File: config.mk
export PLATFORM = sky130hd
export DESIGN_NAME = wdg_regif_flat
export DESIGN_NICKNAME = d
export VERILOG_FILES = /design/src/rtl/wdg_regif_if.sv /design/src/rtl/wdg_regif.sv /design/src/flat_wrapper.sv
export SDC_FILE = /design/constraint.sdc
export NUM_CORES = 1
export LEC_CHECK = 0
export CAP_MARGIN = 20
export CORE_ASPECT_RATIO = 0.8
export CORE_MARGIN = 8
export CORE_UTILIZATION = 59
export CTS_BUF_LIST = sky130_fd_sc_hd__clkbuf_4 sky130_fd_sc_hd__clkbuf_8
export DETAILED_ROUTE_END_ITERATION = 16
export PLACE_DENSITY = 0.91
export REMOVE_ABC_BUFFERS = 1
export SLEW_MARGIN = 20
export SYNTH_ARGS = -nofsm -noshare
export SYNTH_HDL_FRONTEND = slang
export SYNTH_SLANG_ARGS = --single-unit
File: constraint.sdc
create_clock -name clk -period 3.6 [get_ports clk]
set_input_delay 0.72 -clock clk [delete_from_list [all_inputs] [get_ports clk]]
set_output_delay 0.72 -clock clk [all_outputs]
set_load 0.03 [all_outputs]
File: src/rtl/wdg_regif_if.sv
// Register-bus bundle for the watchdog register interface.
// Single-cycle request/acknowledge: the master holds req/we/addr/wdata for one
// cycle, the slave answers with ack and rdata on the following cycle.
interface wdg_regif_if;
   logic        req;
   logic        we;
   logic [3:0]  addr;
   logic [31:0] wdata;
   logic [31:0] rdata;
   logic        ack;

   modport master (
      output req,
      output we,
      output addr,
      output wdata,
      input  rdata,
      input  ack
   );

   modport slave (
      input  req,
      input  we,
      input  addr,
      input  wdata,
      output rdata,
      output ack
   );
endinterface

File: src/rtl/wdg_regif.sv
// Watchdog register interface: CTRL/TIMEOUT/STATUS/COUNT registers, the
// timeout down-counter, sticky stage status with software service pulses.
// Optional feature macro: WDG_LOCK_EN -- when defined, writing CTRL.LOCK=1
// freezes CTRL and TIMEOUT until reset (STATUS W1C keeps working).
//
// Register map (addr[3:2]):
//   0x0 CTRL    bit0 EN, bit1 LOCK
//   0x4 TIMEOUT CNT_W bits, read/write
//   0x8 STATUS  bit0 S1, bit1 S2, sticky, write-1-to-clear
//   0xC COUNT   read-only current counter
module wdg_regif #(
   parameter int CNT_W = 32
) (
   input  logic          clk,
   input  logic          res_n,
   wdg_regif_if.slave    bus,
   output logic          en,
   output logic          count0,
   input  logic          do_cnt,
   input  logic          s1wto,
   input  logic          s2wto,
   output logic          sw_trg_s1wto,
   output logic          sw_trg_s2wto,
   output logic          irq,
   output logic          rst_req
);

   localparam logic [1:0] SEL_CTRL    = 2'd0;
   localparam logic [1:0] SEL_TIMEOUT = 2'd1;
   localparam logic [1:0] SEL_STATUS  = 2'd2;
   localparam logic [1:0] SEL_COUNT   = 2'd3;

   // 16'hFFFF zero-extended or truncated to the counter width.
   localparam logic [CNT_W-1:0] TIMEOUT_RST = CNT_W'(32'h0000_FFFF);

   logic [CNT_W-1:0] timeout;
   logic [CNT_W-1:0] cnt;
   logic             lock;
   logic             st_s1;
   logic             st_s2;
   logic [1:0]       sel;
   logic             wr;
   logic             rd;
   logic             cfg_wr_ok;
   logic             clr_s1;
   logic             clr_s2;
   logic [31:0]      rd_mux;
   logic             unused_addr;

   assign sel         = bus.addr[3:2];
   assign wr          = bus.req & bus.we;
   assign rd          = bus.req & ~bus.we;
   assign unused_addr = &{1'b0, bus.addr[1:0]};

   assign clr_s1 = wr & (sel == SEL_STATUS) & bus.wdata[0];
   assign clr_s2 = wr & (sel == SEL_STATUS) & bus.wdata[1];

`ifdef WDG_LOCK_EN
   assign cfg_wr_ok = ~lock;

   // Lock bit: once set it can only be cleared by reset.
   always_ff @(posedge clk or negedge res_n) begin
      if (!res_n) begin
         lock <= 1'b0;
      end else if (wr && (sel == SEL_CTRL) && cfg_wr_ok && bus.wdata[1]) begin
         lock <= 1'b1;
      end
   end
`else
   assign cfg_wr_ok = 1'b1;
   assign lock      = 1'b0;
`endif

   // CTRL.EN and TIMEOUT configuration registers.
   always_ff @(posedge clk or negedge res_n) begin
      if (!res_n) begin
         en      <= 1'b0;
         timeout <= TIMEOUT_RST;
      end else if (wr && cfg_wr_ok) begin
         if (sel == SEL_CTRL) begin
            en <= bus.wdata[0];
         end
         if (sel == SEL_TIMEOUT) begin
            timeout <= bus.wdata[CNT_W-1:0];
         end
      end
   end

   // Down-counter: reload whenever idle, count to zero and hold there.
   always_ff @(posedge clk or negedge res_n) begin
      if (!res_n) begin
         cnt <= TIMEOUT_RST;
      end else if (!do_cnt) begin
         cnt <= timeout;
      end else if (cnt != '0) begin
         cnt <= cnt - 1'b1;
      end
   end

   assign count0 = do_cnt & (cnt == '0);

   // Sticky stage status; a hardware set in the same cycle beats the W1C.
   always_ff @(posedge clk or negedge res_n) begin
      if (!res_n) begin
         st_s1 <= 1'b0;
         st_s2 <= 1'b0;
      end else begin
         st_s1 <= s1wto | (st_s1 & ~clr_s1);
         st_s2 <= s2wto | (st_s2 & ~clr_s2);
      end
   end

   assign irq     = st_s1 | st_s2;
   assign rst_req = s2wto;

   // Read data selection from the register state seen at the request edge.
   always_comb begin
      rd_mux = '0;
      case (sel)
         SEL_CTRL:    rd_mux[1:0]       = {lock, en};
         SEL_TIMEOUT: rd_mux[CNT_W-1:0] = timeout;
         SEL_STATUS:  rd_mux[1:0]       = {st_s2, st_s1};
         SEL_COUNT:   rd_mux[CNT_W-1:0] = cnt;
         default:     rd_mux            = '0;
      endcase
   end

   // Bus response: ack, read data and service pulses all land one cycle after req.
   always_ff @(posedge clk or negedge res_n) begin
      if (!res_n) begin
         bus.ack      <= 1'b0;
         bus.rdata    <= '0;
         sw_trg_s1wto <= 1'b0;
         sw_trg_s2wto <= 1'b0;
      end else begin
         bus.ack      <= bus.req;
         bus.rdata    <= rd ? rd_mux : 32'h0;
         sw_trg_s1wto <= clr_s1;
         sw_trg_s2wto <= clr_s2;
      end
   end

endmodule

File: src/flat_wrapper.sv
// flat-port wrapper written by rule: the top's interface ports become plain ports
module wdg_regif_flat 
#(
   parameter int CNT_W = 32
)
  (clk, res_n, en, count0, do_cnt, s1wto, s2wto, sw_trg_s1wto, sw_trg_s2wto, irq, rst_req, bus_req, bus_we, bus_addr, bus_wdata, bus_rdata, bus_ack);
  wdg_regif_if bus_i ();
  input  logic clk;
  input  logic res_n;
  output logic en;
  output logic count0;
  input  logic do_cnt;
  input  logic s1wto;
  input  logic s2wto;
  output logic sw_trg_s1wto;
  output logic sw_trg_s2wto;
  output logic irq;
  output logic rst_req;
  input wire logic [$bits(bus_i.req)-1:0] bus_req;
  input wire logic [$bits(bus_i.we)-1:0] bus_we;
  input wire logic [$bits(bus_i.addr)-1:0] bus_addr;
  input wire logic [$bits(bus_i.wdata)-1:0] bus_wdata;
  output wire logic [$bits(bus_i.rdata)-1:0] bus_rdata;
  output wire logic [$bits(bus_i.ack)-1:0] bus_ack;
  assign bus_i.req = bus_req;
  assign bus_i.we = bus_we;
  assign bus_i.addr = bus_addr;
  assign bus_i.wdata = bus_wdata;
  assign bus_rdata = bus_i.rdata;
  assign bus_ack = bus_i.ack;
  wdg_regif #(.CNT_W(CNT_W)) u_core (.clk(clk), .res_n(res_n), .bus(bus_i), .en(en), .count0(count0), .do_cnt(do_cnt), .s1wto(s1wto), .s2wto(s2wto), .sw_trg_s1wto(sw_trg_s1wto), .sw_trg_s2wto(sw_trg_s2wto), .irq(irq), .rst_req(rst_req));
endmodule
# Word-level counts from Yosys, hierarchy flattened
# Index checks and enable logic that the tools add are counted.
# word_totals
register_bits	102
elab_cells	38
output_inout_bits	39
inputBits	43
# op_classes
reduce_logical	5
bitwise	14
add_sub_neg	1
n_mux	5
n_eq_ne	4
# ops
operator	n
$mux W32	3
$pmux W30 S2	1
$logic_not A32 Y1	1
$reduce_bool A32 Y1	1
$sub A32 B1 Y32 const B	1
$and A1 B1 Y1	8
$pmux W2 S4	1
$eq A2 B2 Y1 const B	2
$reduce_and A2 Y1	2
$not A1 Y1	3
$or A1 B1 Y1	3
$eq A2 B1 Y1 const B	1
$logic_not A2 Y1	1
$ne A2 B1 Y1 const B	1

# Depth between registers and ports, before layout
# depth
ltp_word	6
mapped_depth	8
mapped_depth_nobuf	7

# Least setup slack after synthesis
# OpenSTA, ideal clock, no wires.
# synth_path
path_kind	register to output
from	register u_core.cnt[25]
to	output port count0
path_stages_with_launch	5
n_path_buf	0
slack_ps	943
required_time_ps	2880
arrival_time_ps	1937
path_cell_list	dfrtp_1 -> or4_1 -> nor4b_2 -> nand4_1 -> nor2_1
# synth_between
elab_chain_cells	2
# synth_rtl
item	line_no	source
start: declaration	wdg_regif.sv:37	logic [CNT_W-1:0] cnt;
start signal: assignment	wdg_regif.sv:94	cnt <= timeout;
start signal: assignment	wdg_regif.sv:96	cnt <= cnt - 1'b1;
$logic_not A32 Y1	wdg_regif.sv:100	assign count0 = do_cnt & (cnt == '0);
$and A1 B1 Y1	wdg_regif.sv:100	
end: declaration	flat_wrapper.sv:11	output logic count0;
# Every way passes these cells.

# Worst setup path after layout
# Same ends and word-level chain as after synthesis.

==> out/summary.md <==
### Finish
• 22.96% — relative area change from synthesis to final layout
• 534 — final net count
• clkdlybuf4s50_1 (75), dfrtp_1 (70), nor2_1 (60) — commonest cells after routing, fill and taps aside
• 22.63% — fraction of final layout cells sized beyond drive strength 1
• 74.04% — final core utilization
• clkdlybuf4s50_1 — leading cell type in the layout, fill and taps excluded
• 0 — antenna diode count

### Power and ir drop
• 23.4% — share of power burned in the clock network
• 21.2% — share of power burned in combinational logic
• 0.8515 mW — Net Switching
• 273.0 µV — maximum vdd drop
• 2.472 nW — static leakage power
• 29.90% — switching power as a share of total power
• 1.997 mW — P_int
• 490.8 nW/µm² — power density over cell area
• 55.4% — Flop pwr share

### Setup path
• output port — crit end category
• u_core.cnt[14] — endpoint of the lowest-slack register-to-register path
• 2.45 ns — Worst EP arrival
• 7 — FF-to-FF path depth
• u_core.cnt[0] — reg-to-reg startpoint
• or4_1 — standard cell with the maximum stage delay on the critical path
• or4_1 > nor4b_4 > nand4_1 > nor2_1 > dlymetal6s2s_1 — sequence of cells on the critical path
• flip-flop — category of the worst setup path launch point
• 0.67 ns — largest stage delay on the critical path
• 0.84 ns — setup slack of the worst register-to-register path
• 5 — peak fanout along the critical path
• 2.88 ns — Req. time, crit path
• reg -> out — type of the worst setup path

### Clock tree
• done — clock tree from TritonCTS
• 102 — clock sinks
• 9 — clock buffer count from CTS
• 0 — setup fix buffers added after clock tree synthesis
• 3 — number of H-tree branching levels
• 2 — clk buf depth
• 0.09 ns — clock transition at the register clock pins on the worst setup and hold paths after CTS
• clkbuf_8 — clock root buffer master
• 0.37 ns — clk_lat worst skew

### STA
• 0.3157 GHz — peak clock frequency supported by timing
• 0 — final setup fails
• 0.7553 ns — slew at the pin with the worst max-slew slack
• 0 — Final Max Slew Viols
• 0 — final number of hold-violating endpoints
• no — unrepaired setup endpoints after global routing
• 49.26% — remaining max-slew budget at the tightest pin
• 3.167 ns — minimum clock period after layout
• 0 ns — final setup TNS
• 87.98% — fraction of the cycle the final worst path needs
• 0.01076 ns — Fin Clk Skew

### Synth
• dfrtp_1 — most frequently used flop master after synthesis
• 0 — EDFF count, synth
• 415 — number of instances in the synthesized netlist
• 100.0% — share of async-settable or async-resettable flops after synthesis
• 11.37 µm² — Avg Synthesized Cell Area
• dfrtp_1 — cell type with the highest aggregate area in the netlist
• 102 — flops & latches, synth
• 52 — count of distinct cell types in the synthesized netlist
• 54.93% — share of synthesized area occupied by flip-flops and latches
• dfrtp_1 (37%), dfstp_2 (18%), mux2_2 (8.4%) — biggest area contributors in the synthesized netlist
• 37.12% — fraction of synthesized cell area taken by the top area cell type
• 0 — total number of yosys warnings
• 4720 µm² — Synth Cell Area

### Drt
• 3443 — vias
• 5.710 — via-per-instance ratio
• 0 — post-detailed-route DRC marker count
• 0 — antenna-violating nets left
• 4 — Pre-Repair DR Iteration Count
• 265 — Starting DRT DRC Count
• 10600 µm — final routed wirelength across all metal layers
• 17.58 µm — Routed WL per cell

### Global routing
• 0 — number of antenna violations at the first check in global routing
• 85 — maximum number of pins on one net before global-route repair
• 3504 — via count of the first global-routing pass
• 17510 µm — wire length of the first global-routing pass
• 20.00% — overall global routing resource usage
• 0 — aggregate global routing overflow

### Floorplan
• 7838 µm² — Core Area
• 60.22% — initial standard-cell utilization of the core
• 82 — io pins
• 96.00 µm — die span in y
• 29 — number of placement rows
• 116.0 µm — floorplan die width
• 11130 µm² — DIE AREA

### Status
• completed — status

### Job
• 0 — Max-Cap Viols

### Placed design
• 79 — Port-buffer cells
• 0.8331 — last weighted congestion value of the routability-driven placer
• 7266 µm — placed wire-length estimate

### Hold path
• in -> async — type of the worst min-delay path

[timing repair]
action,CTS,global route
hold buffers,0,0
endpoints found under the hold margin,0,0
gates resized for setup,1,1
setup endpoints to repair,1,1
[flip-flops by register name (all words and copies together), names as in the netlist]
| signal | count |
|---|---|
| u_core.sw_trg_s1wto | 1 |
| u_core.cnt | 32 |
| u_core.en | 1 |
| u_core.sw_trg_s2wto | 1 |
| u_core.bus.ack | 1 |
| u_core.timeout | 32 |
| u_core.bus.rdata | 32 |
| u_core.st_s1 | 1 |
| u_core.st_s2 | 1 |
[power groups by stage]
| stage | logic, mW | clock network (mW) | registers [mW] |
|---|---|---|---|
| floorplan | 0.361 | 0 | 1.57 |
| finish | 0.603 | 0.668 | 1.58 |
| CTS | 0.608 | 0.677 | 1.57 |
| global route | 0.667 | 0.728 | 1.60 |
| global placement | 0.571 | 0 | 1.57 |
| detailed placement | 0.600 | 0 | 1.59 |
[final cells by class]
cell class	count	area, µm²
repair buffers	88	852.1
well taps	108	135.1
multi-input cells	279	2004
inverters	10	37.54
fillers	560	2034
flip-flops and latches	102	2592
clock inverters	3	21.27
clock buffers	13	160.2
[synth_stat cells, types with 2 or more instances]
master / number
xnor2_1: 13
and3_1: 2
mux2_2: 35
nor2b_1: 10
o311a_1: 2
buf_1: 2
a21oi_1: 6
nand3b_1: 3
clkbuf_1: 21
nand3_1: 9
nand2_1: 16
nor3b_1: 2
or4_1: 3
dfstp_2: 32
nor3_1: 8
nand4b_1: 2
or3_1: 7
or3b_2: 2
o21ai_0: 8
mux2i_1: 32
inv_1: 9
nand4_1: 5
a31o_2: 8
o41ai_1: 2
o2bb2ai_1: 3
nor2_1: 60
dfrtp_1: 70
a31oi_1: 10
o21bai_1: 2
nor4_1: 9
[per-stage QoR]
step | instances | power (mW) | worst slack (ns) | hold slack (ns) | area [µm²]
after floorplan | 391 | 1.936 | 0.9432 | 0.4244 | 4626
after global placement | 587 | 2.145 | 0.4354 | 0.4717 | 5607
after detailed placement | 587 | 2.190 | 0.3395 | 0.4794 | 5607
after CTS | 603 | 2.859 | 0.01614 | 0.4921 | 5797
after global routing | 603 | 3.000 | 0.2655 | 0.4446 | 5803
final | 603 | 2.848 | 0.4326 | 0.3733 | 5803
[per-layer routing]
metal / vias up / global-route usage [%] / share of wire (%)
met3: 11 / 4.702 / 6.2
met5: - / 0 / 0
met1: 1714 / 26.20 / 44
met2: 98 / 32.76 / 49
li1: 1620 / - / -
met4: 0 / 5.705 / 0.94
[worst max path at each step]
| stage | start | endpoint | slack (ns) | depth (start not counted) |
|---|---|---|---|---|
| finish | u_core.cnt[25] | count0 | 0.43 | 5 |
| global route | u_core.cnt[0] | count0 | 0.27 | 7 |
| CTS | u_core.cnt[25] | count0 | 0.02 | 5 |
| detailed placement | u_core.cnt[25] | count0 | 0.34 | 5 |
| global placement | u_core.cnt[24] | count0 | 0.44 | 5 |
| floorplan | u_core.cnt[25] | count0 | 0.94 | 4 |
[critical path: cells and delay by family (launching register included)]
family	cells	cell delay, ns
simple gates	4	1.35
flops	1	0.42
buf+inv	1	0.31
[kinds of logic after synthesis]
group / after synthesis / share of synthesized area (%)
fa+ha+maj: 1 / 0.2651
buf+inv: 34 / 2.784
flops: 102 / 54.93
xor+xnor: 14 / 2.598
simple gates: 149 / 16.78
compound gates: 47 / 7.026
mux: 68 / 15.62
Power figures use the tool's default switching activity.
